`src/rtl/limp_actuator.sv`:
```
// limp_actuator: dosing / drain valve sequencer.
// Six-state Moore FSM driven by an upstream mode code, with an 8-bit
// down-timer for dose and drain duration and a one-cycle done pulse.
// Optional completed-operation counter is built only when the macro
// LIMP_ACT_COUNT_EN is defined; otherwise run_count is tied to zero.
module limp_actuator #(
    parameter int unsigned DOSE_CYCLES  = 8,
    parameter int unsigned DRAIN_CYCLES = 16
) (
    input  logic       clock,
    input  logic       reset,
    input  logic [1:0] mode,
    input  logic       tank_empty,
    output logic       dose_valve,
    output logic       drain_valve,
    output logic       pump,
    output logic       busy,
    output logic       done,
    output logic       fault,
    output logic [7:0] run_count
);

    typedef enum logic [2:0] {
        S_IDLE,
        S_DOSE,
        S_DOSE_HOLD,
        S_DRAIN,
        S_DRAIN_HOLD,
        S_FAULT
    } state_t;

    typedef enum logic [1:0] {
        M_IDLE    = 2'b00,
        M_DOSE    = 2'b01,
        M_CLEAN   = 2'b10,
        M_INVALID = 2'b11
    } mode_t;

    localparam logic [7:0] DOSE_LOAD  = 8'(DOSE_CYCLES - 1);
    localparam logic [7:0] DRAIN_LOAD = 8'(DRAIN_CYCLES - 1);

    state_t     state_q, state_d;
    logic [7:0] timer_q, timer_d;
    logic       done_q,  done_d;
    mode_t      mode_c;

    assign mode_c = mode_t'(mode);

    // State, timer and done-pulse registers; reset forces IDLE and closes valves at once.
    always_ff @(posedge clock or negedge reset) begin
        if (!reset) begin
            state_q <= S_IDLE;
            timer_q <= '0;
            done_q  <= 1'b0;
        end else begin
            state_q <= state_d;
            timer_q <= timer_d;
            done_q  <= done_d;
        end
    end

    // Next-state and timer logic; mode changes are decoded before expiry or tank_empty.
    always_comb begin
        state_d = state_q;
        timer_d = timer_q;
        done_d  = 1'b0;
        case (state_q)
            S_IDLE: begin
                case (mode_c)
                    M_DOSE:    begin state_d = S_DOSE;  timer_d = DOSE_LOAD;  end
                    M_CLEAN:   begin state_d = S_DRAIN; timer_d = DRAIN_LOAD; end
                    M_INVALID: state_d = S_FAULT;
                    default:   state_d = S_IDLE;
                endcase
            end
            S_DOSE: begin
                case (mode_c)
                    M_IDLE:    state_d = S_IDLE;
                    M_CLEAN:   begin state_d = S_DRAIN; timer_d = DRAIN_LOAD; end
                    M_INVALID: state_d = S_FAULT;
                    default: begin
                        if (timer_q == '0) begin
                            state_d = S_DOSE_HOLD;
                            done_d  = 1'b1;
                        end else begin
                            timer_d = timer_q - 8'd1;
                        end
                    end
                endcase
            end
            S_DRAIN: begin
                case (mode_c)
                    M_IDLE:    state_d = S_IDLE;
                    M_DOSE:    begin state_d = S_DOSE; timer_d = DOSE_LOAD; end
                    M_INVALID: state_d = S_FAULT;
                    default: begin
                        if (timer_q == '0 || tank_empty) begin
                            state_d = S_DRAIN_HOLD;
                            done_d  = 1'b1;
                        end else begin
                            timer_d = timer_q - 8'd1;
                        end
                    end
                endcase
            end
            S_DOSE_HOLD: begin
                case (mode_c)
                    M_IDLE:    state_d = S_IDLE;
                    M_CLEAN:   begin state_d = S_DRAIN; timer_d = DRAIN_LOAD; end
                    M_INVALID: state_d = S_FAULT;
                    default:   state_d = S_DOSE_HOLD;
                endcase
            end
            S_DRAIN_HOLD: begin
                case (mode_c)
                    M_IDLE:    state_d = S_IDLE;
                    M_DOSE:    begin state_d = S_DOSE; timer_d = DOSE_LOAD; end
                    M_INVALID: state_d = S_FAULT;
                    default:   state_d = S_DRAIN_HOLD;
                endcase
            end
            S_FAULT: state_d = S_FAULT;
            default: state_d = S_IDLE;
        endcase
    end

    // Moore output decode from the registered state.
    always_comb begin
        dose_valve  = (state_q == S_DOSE);
        drain_valve = (state_q == S_DRAIN);
        pump        = (state_q == S_DRAIN);
        busy        = (state_q == S_DOSE) || (state_q == S_DRAIN);
        fault       = (state_q == S_FAULT);
        done        = done_q;
    end

`ifdef LIMP_ACT_COUNT_EN
    logic [7:0] count_q;

    // Saturating count of completed operations, stepping together with done.
    always_ff @(posedge clock or negedge reset) begin
        if (!reset) begin
            count_q <= '0;
        end else if (done_d && count_q != '1) begin
            count_q <= count_q + 8'd1;
        end
    end

    assign run_count = count_q;
`else
    assign run_count = '0;
`endif

endmodule

```
`config.mk`:
```
export PLATFORM = sky130hd
export DESIGN_NAME = limp_actuator
export DESIGN_NICKNAME = d
export VERILOG_FILES = /design/src/rtl/limp_actuator.sv
export SDC_FILE = /design/constraint.sdc
export NUM_CORES = 1
export LEC_CHECK = 0
export ABC_AREA = 1
export BUFFER_PORTS_ARGS = -buffer_cell sky130_fd_sc_hd__clkbuf_2
export CAP_MARGIN = 30
export CORE_MARGIN = 1.5
export CORE_UTILIZATION = 59
export DETAILED_ROUTE_END_ITERATION = 16
export MAX_ROUTING_LAYER = met4
export PLACE_DENSITY = 0.85
export SYNTH_ARGS = -nofsm -noshare
export SYNTH_HDL_FRONTEND = slang
export SYNTH_SLANG_ARGS = --single-unit
```
`constraint.sdc`:
```
create_clock -name clock -period 2.29 [get_ports clock]
set_clock_uncertainty 0.05 [all_clocks]
set_input_delay 0.458 -clock clock [delete_from_list [all_inputs] [get_ports clock]]
set_output_delay 0.458 -clock clock [all_outputs]
set_load 0.01 [all_outputs]
```
### Word level (Yosys, flattened, before mapping)

Index checks and enable logic that the tools add are counted.

| word-level totals | value |
|---|---|
| logic and storage cells | 53 |
| bits of input ports | 5 |
| register bits | 12 |

| cells by class | value |
|---|---|
| $add $sub $neg | 1 |
| reductions and logical operators | 11 |
| mux-type cells | 21 |
| equality and inequality tests | 17 |

Operator list:

| operator | count |
|---|---|
| $pmux 8 s2 | 3 |
| $pmux 3 s3 | 5 |
| $pmux 8 s5 | 1 |
| $mux 8 | 4 |
| $pmux 3 s6 | 1 |
| $ne 5x1->1 const B | 2 |
| $logic_not 8->1 | 1 |
| $ne 2x2->1 const B | 4 |
| $reduce_and 8->1 | 1 |
| $sub 8x1->8 const B | 1 |
| $eq 3x2->1 const B | 2 |
| $eq 3x3->1 const B | 2 |
| $mux 3 | 2 |
| $ne 3x2->1 const B | 2 |
| $reduce_or 3->1 | 2 |
| $reduce_bool 5->1 | 1 |
| $eq 2x2->1 const B | 2 |
| $mux 1 | 4 |
| $eq 3x1->1 const B | 1 |
| $logic_not 3->1 | 1 |
| $ne 3x3->1 const B | 1 |
| $eq 2x1->1 const B | 1 |
| $logic_not 2->1 | 1 |
| $logic_or 1x1->1 | 2 |
| 3 further kinds | 3 |

### Logic depth before layout (Yosys ltp)

| logic depth | value |
|---|---|
| word-level depth | 5 |
| depth in mapped cells | 12 |

### Worst setup path before layout

Ideal clock, no wire load.

| timing path | value |
|---|---|
| path type | input to register |
| start point | input mode[1] |
| end point | register timer_q[2] |
| slack | 0.642 ns |
| stages on the path | 9 |
| required time | 2.123 ns |
| setup time | 0.117 ns |
| arrival time | 1.482 ns |
| cells stage by stage | inv_1 -> ha_1 -> inv_2 -> o211ai_2 -> nand2_2 -> a21oi_4 -> nand2_4 -> nand2_1 -> nand2_1 |

| on the way | value |
|---|---|
| longest elaborated chain between the ends | 4 |
| elaborated cells on any way between the ends | 16 |
| those cells by class | 10 x eq/ne; 3 x mux; 3 x reduce/logical |

RTL lines:

| element | line | RTL |
|---|---|---|
| start: declaration | 12 | `input logic [1:0] mode,` |
| $eq 2x2->1 or $logic_not 2->1 (tied branches) | 77, 92 |  |
| $reduce_or 2->1 (no line) | n/a |  |
| $pmux 8 s2, or another cell as far along | 92 | `case (mode_c)` |
| $pmux 8 s5 or $reduce_and 8->1 (tied branches) | n/a |  |
| end signal: assignment | 57 | `timer_q <= timer_d;` |
| end: declaration | 43 | `logic [7:0] timer_q, timer_d;` |

Several ways; a longest one is shown, not always the timed one.
A chain may end at the register's enable or synchronous reset.

### Worst setup path in the final report

| timing path | value |
|---|---|
| start point | register state_q[0] |
| end point | output fault |

| on the way | value |
|---|---|
| longest elaborated chain between the ends | 1 |

RTL lines:

| element | line | RTL |
|---|---|---|
| start: declaration | 42 | `state_t state_q, state_d;` |
| start signal: assignment | 56 | `state_q <= state_d;` |
| $eq 3x3->1 | 133 | `fault = (state_q == S_FAULT);` |
| end: declaration | 19 | `output logic fault,` |

No other way between the ends.

==> run metrics <==
Std-Cell Rows=15; cell types occupying the most area after synthesis=dfrtp_1 (27%), nand2_1 (15%), ha_1 (8.9%); Ant. Diodes=0; mean post-synth cell area=7.01 µm²; Core Footprint=0.00176 mm²; share of async-settable or async-resettable flops after synthesis=100%; worst-case clock buffer depth=2; max capacitance violation total=0; number of top-level design ports=19; antenna violations before repair=0; crit path launch type=register; worst-case vdd ir drop=0.701 mV; FF/Latch Area=300 µm²; post-detailed-placement half-perimeter wirelength=1.99 mm; horizontal die dimension=46.6 µm; number of global-route vias before repair=948; worst setup slack for register-to-register paths=0.48 ns; GR Overflow Total=0; routed length per instance=12.7 µm; highest clock rate=531 MHz; number of standard cells after synthesis=160; # H-tree levels=1; final count of negative-setup-slack endpoints=0; distinct cell type count after synthesis=28; Static Leakage=0.652 nW; worst setup path category=register to primary output; Non-Filler Instances=196; required time of the critical path=1.78 ns; Routed Antenna Nets=0; crit path capture type=primary output; top cell types by occurrence after synthesis=nand2_1 (44), inv_1 (19), nand3_1 (19); share of final-layout standard cells stronger than drive strength 1=16.4%; synth warn=0; TritonCTS clock tree=done; violations in the final reports=negative hold slack; Area growth, synth to finish=5.80%; Port Buf Inserts=10; number of vias per cell after detailed routing=5.37; Filler Cells Inserted=163; drt pass-1 iters=4; cell taking the most area after synthesis=dfrtp_1; final worst hold slack=-0.00332 ns; most instantiated library cell after synthesis=nand2_1; count of state elements after synthesis=12; final hold violation count=1; cell total after placement=192; ratio of final minimum period to clock period=82.2%; largest net degree at the start of global routing=13; sequential cell area fraction in the yosys report=26.8%; total wire length=2.49 mm; CTS Sinks=12; latest clock arrival within the worst-skew pair=0.28 ns; global routing usage summed across all routing layers=27.6%; count of buffers added by post-CTS timing repair for setup=0; type of the tightest min-delay check=primary input to async pin; area of the multi-input gates=687 µm²; routability cong.=0.993; Cell Area, Synth=0.00112 mm²; post-synth top area share=26.8%; CTS Hold Buffers Added=0; die outline height=46.6 µm; Util after Layout=67.2%; outcome=finished with violations; via count=1052; largest fanout on the critical path=5; clock-pin slew on the worst setup and hold paths=0.08 ns; CTS Buf Count=3; arrival time at the worst endpoint=1.37 ns; library cell used as clock root buffer=clkbuf_4; full die area=0.00217 mm²; number of DRC violations after detailed routing=0; net count reported at finish=185; post-CTS resize count=0; final-layout setup total negative slack=0 ns; RSZ-0062 raised after global routing=no; pwr dens=1270 mW/mm²; number of enable flip-flop cells after synthesis=0; most frequently used flop master after synthesis=dfrtp_1; global-route wire length before repair=4.03 mm; drt first-iter violations=48; max-slew violation count=0; Initial Utilization=63.5%; min Tclk post-route=1.88 ns
[power breakdown]
part / switching [W] / internal (W)
Combinational: 0.000616 / 0.000312
Sequential: 0.000113 / 0.000298
Clock: 0.0000736 / 0.0000967
[worst max-delay path, stage by stage (launching register included)]
cell,delay (ns)
dfrtp_1,0.46
inv_1,0.13
nor3_1,0.32
clkbuf_2,0.20
[per-stage QoR]
| step | worst slack, ns | hold slack [ns] | cell area [µm²] | power [W] |
|---|---|---|---|---|
| after floorplan | 0.642 | 0.112 | 1150 | 0.00113 |
| after global placement | 0.459 | 0.307 | 1150 | 0.00130 |
| after global routing | 0.310 | 0.0148 | 1190 | 0.00164 |
| after CTS | 0.416 | 0.000963 | 1190 | 0.00150 |
| final | 0.408 | -0.00332 | 1190 | 0.00151 |
| after detailed placement | 0.369 | 0.307 | 1150 | 0.00132 |
[cell usage in the layout, fill, tap and decap left out]
master	instances
clkbuf_4	3
o21ai_0	6
a21oi_1	5
nor2_1	9
dfrtp_1	12
inv_2	1
o211ai_1	1
nor2_4	2
xnor2_1	1
ha_1	8
o211ai_2	1
a32oi_1	1
nand3_1	19
nand3_2	1
nor4_1	1
clkbuf_8	1
conb_1	8
a21oi_4	1
inv_1	19
nand2_4	3
o22ai_1	2
nor3_1	2
nand2_1	44
clkbuf_2	10
inv_4	1
nand2_2	2
xor2_1	1
nor2_2	2
nand4_1	4
[registers in the layout, indices dropped and copies added, names as in the netlist]
register and cells:
timer_q 8, done 1, state_q 3
[final timing paths]
kind | cells past startpoint | start | endpoint
hold / removal | 1 | reset | done$_DFF_PN0_
max in group asynchronous | 1 | reset | timer_q[2]$_DFFE_PN0P_
setup reg to reg | 11 | timer_q[0]$_DFFE_PN0P_ | timer_q[2]$_DFFE_PN0P_
min in group clock | 2 | timer_q[0]$_DFFE_PN0P_ | timer_q[0]$_DFFE_PN0P_
hold reg to reg | 2 | timer_q[0]$_DFFE_PN0P_ | timer_q[0]$_DFFE_PN0P_
setup / recovery | 3 | state_q[0]$_DFFE_PN0P_ | fault
[layer usage]
metal  vias to the layer above  wire, µm  track usage, %  share of wire, %
met3                         6       197            5.10               7.9
li1                        526         -               -                 -
met1                       467      1090            36.9                44
met4                         0        30            8.57               1.2
met2                        53      1170            41.9                47
met5                         -         0               -                 0
[layout make-up]
| cell class | instances | area share (%) |
|---|---|---|
| Multi-Input combinational cell | 124 | 57.9 |
| Sequential cell | 12 | 25.3 |
| Inverter | 21 | 6.86 |
| Timing Repair Buffer | 10 | 4.22 |
| Clock buffer | 4 | 3.06 |
| Tap cell | 25 | 2.64 |
[kinds of logic after synthesis]
family          Yosys count  share of synthesized area (%)
other cells               1                          0.335
buf+inv                  31                           14.3
flops                    12                           26.8
fa+ha+maj                 8                           8.93
simple gates             89                           38.1
xor+xnor                  2                           1.56
compound gates           17                           10.0
(Power assumes the default switching activity.)
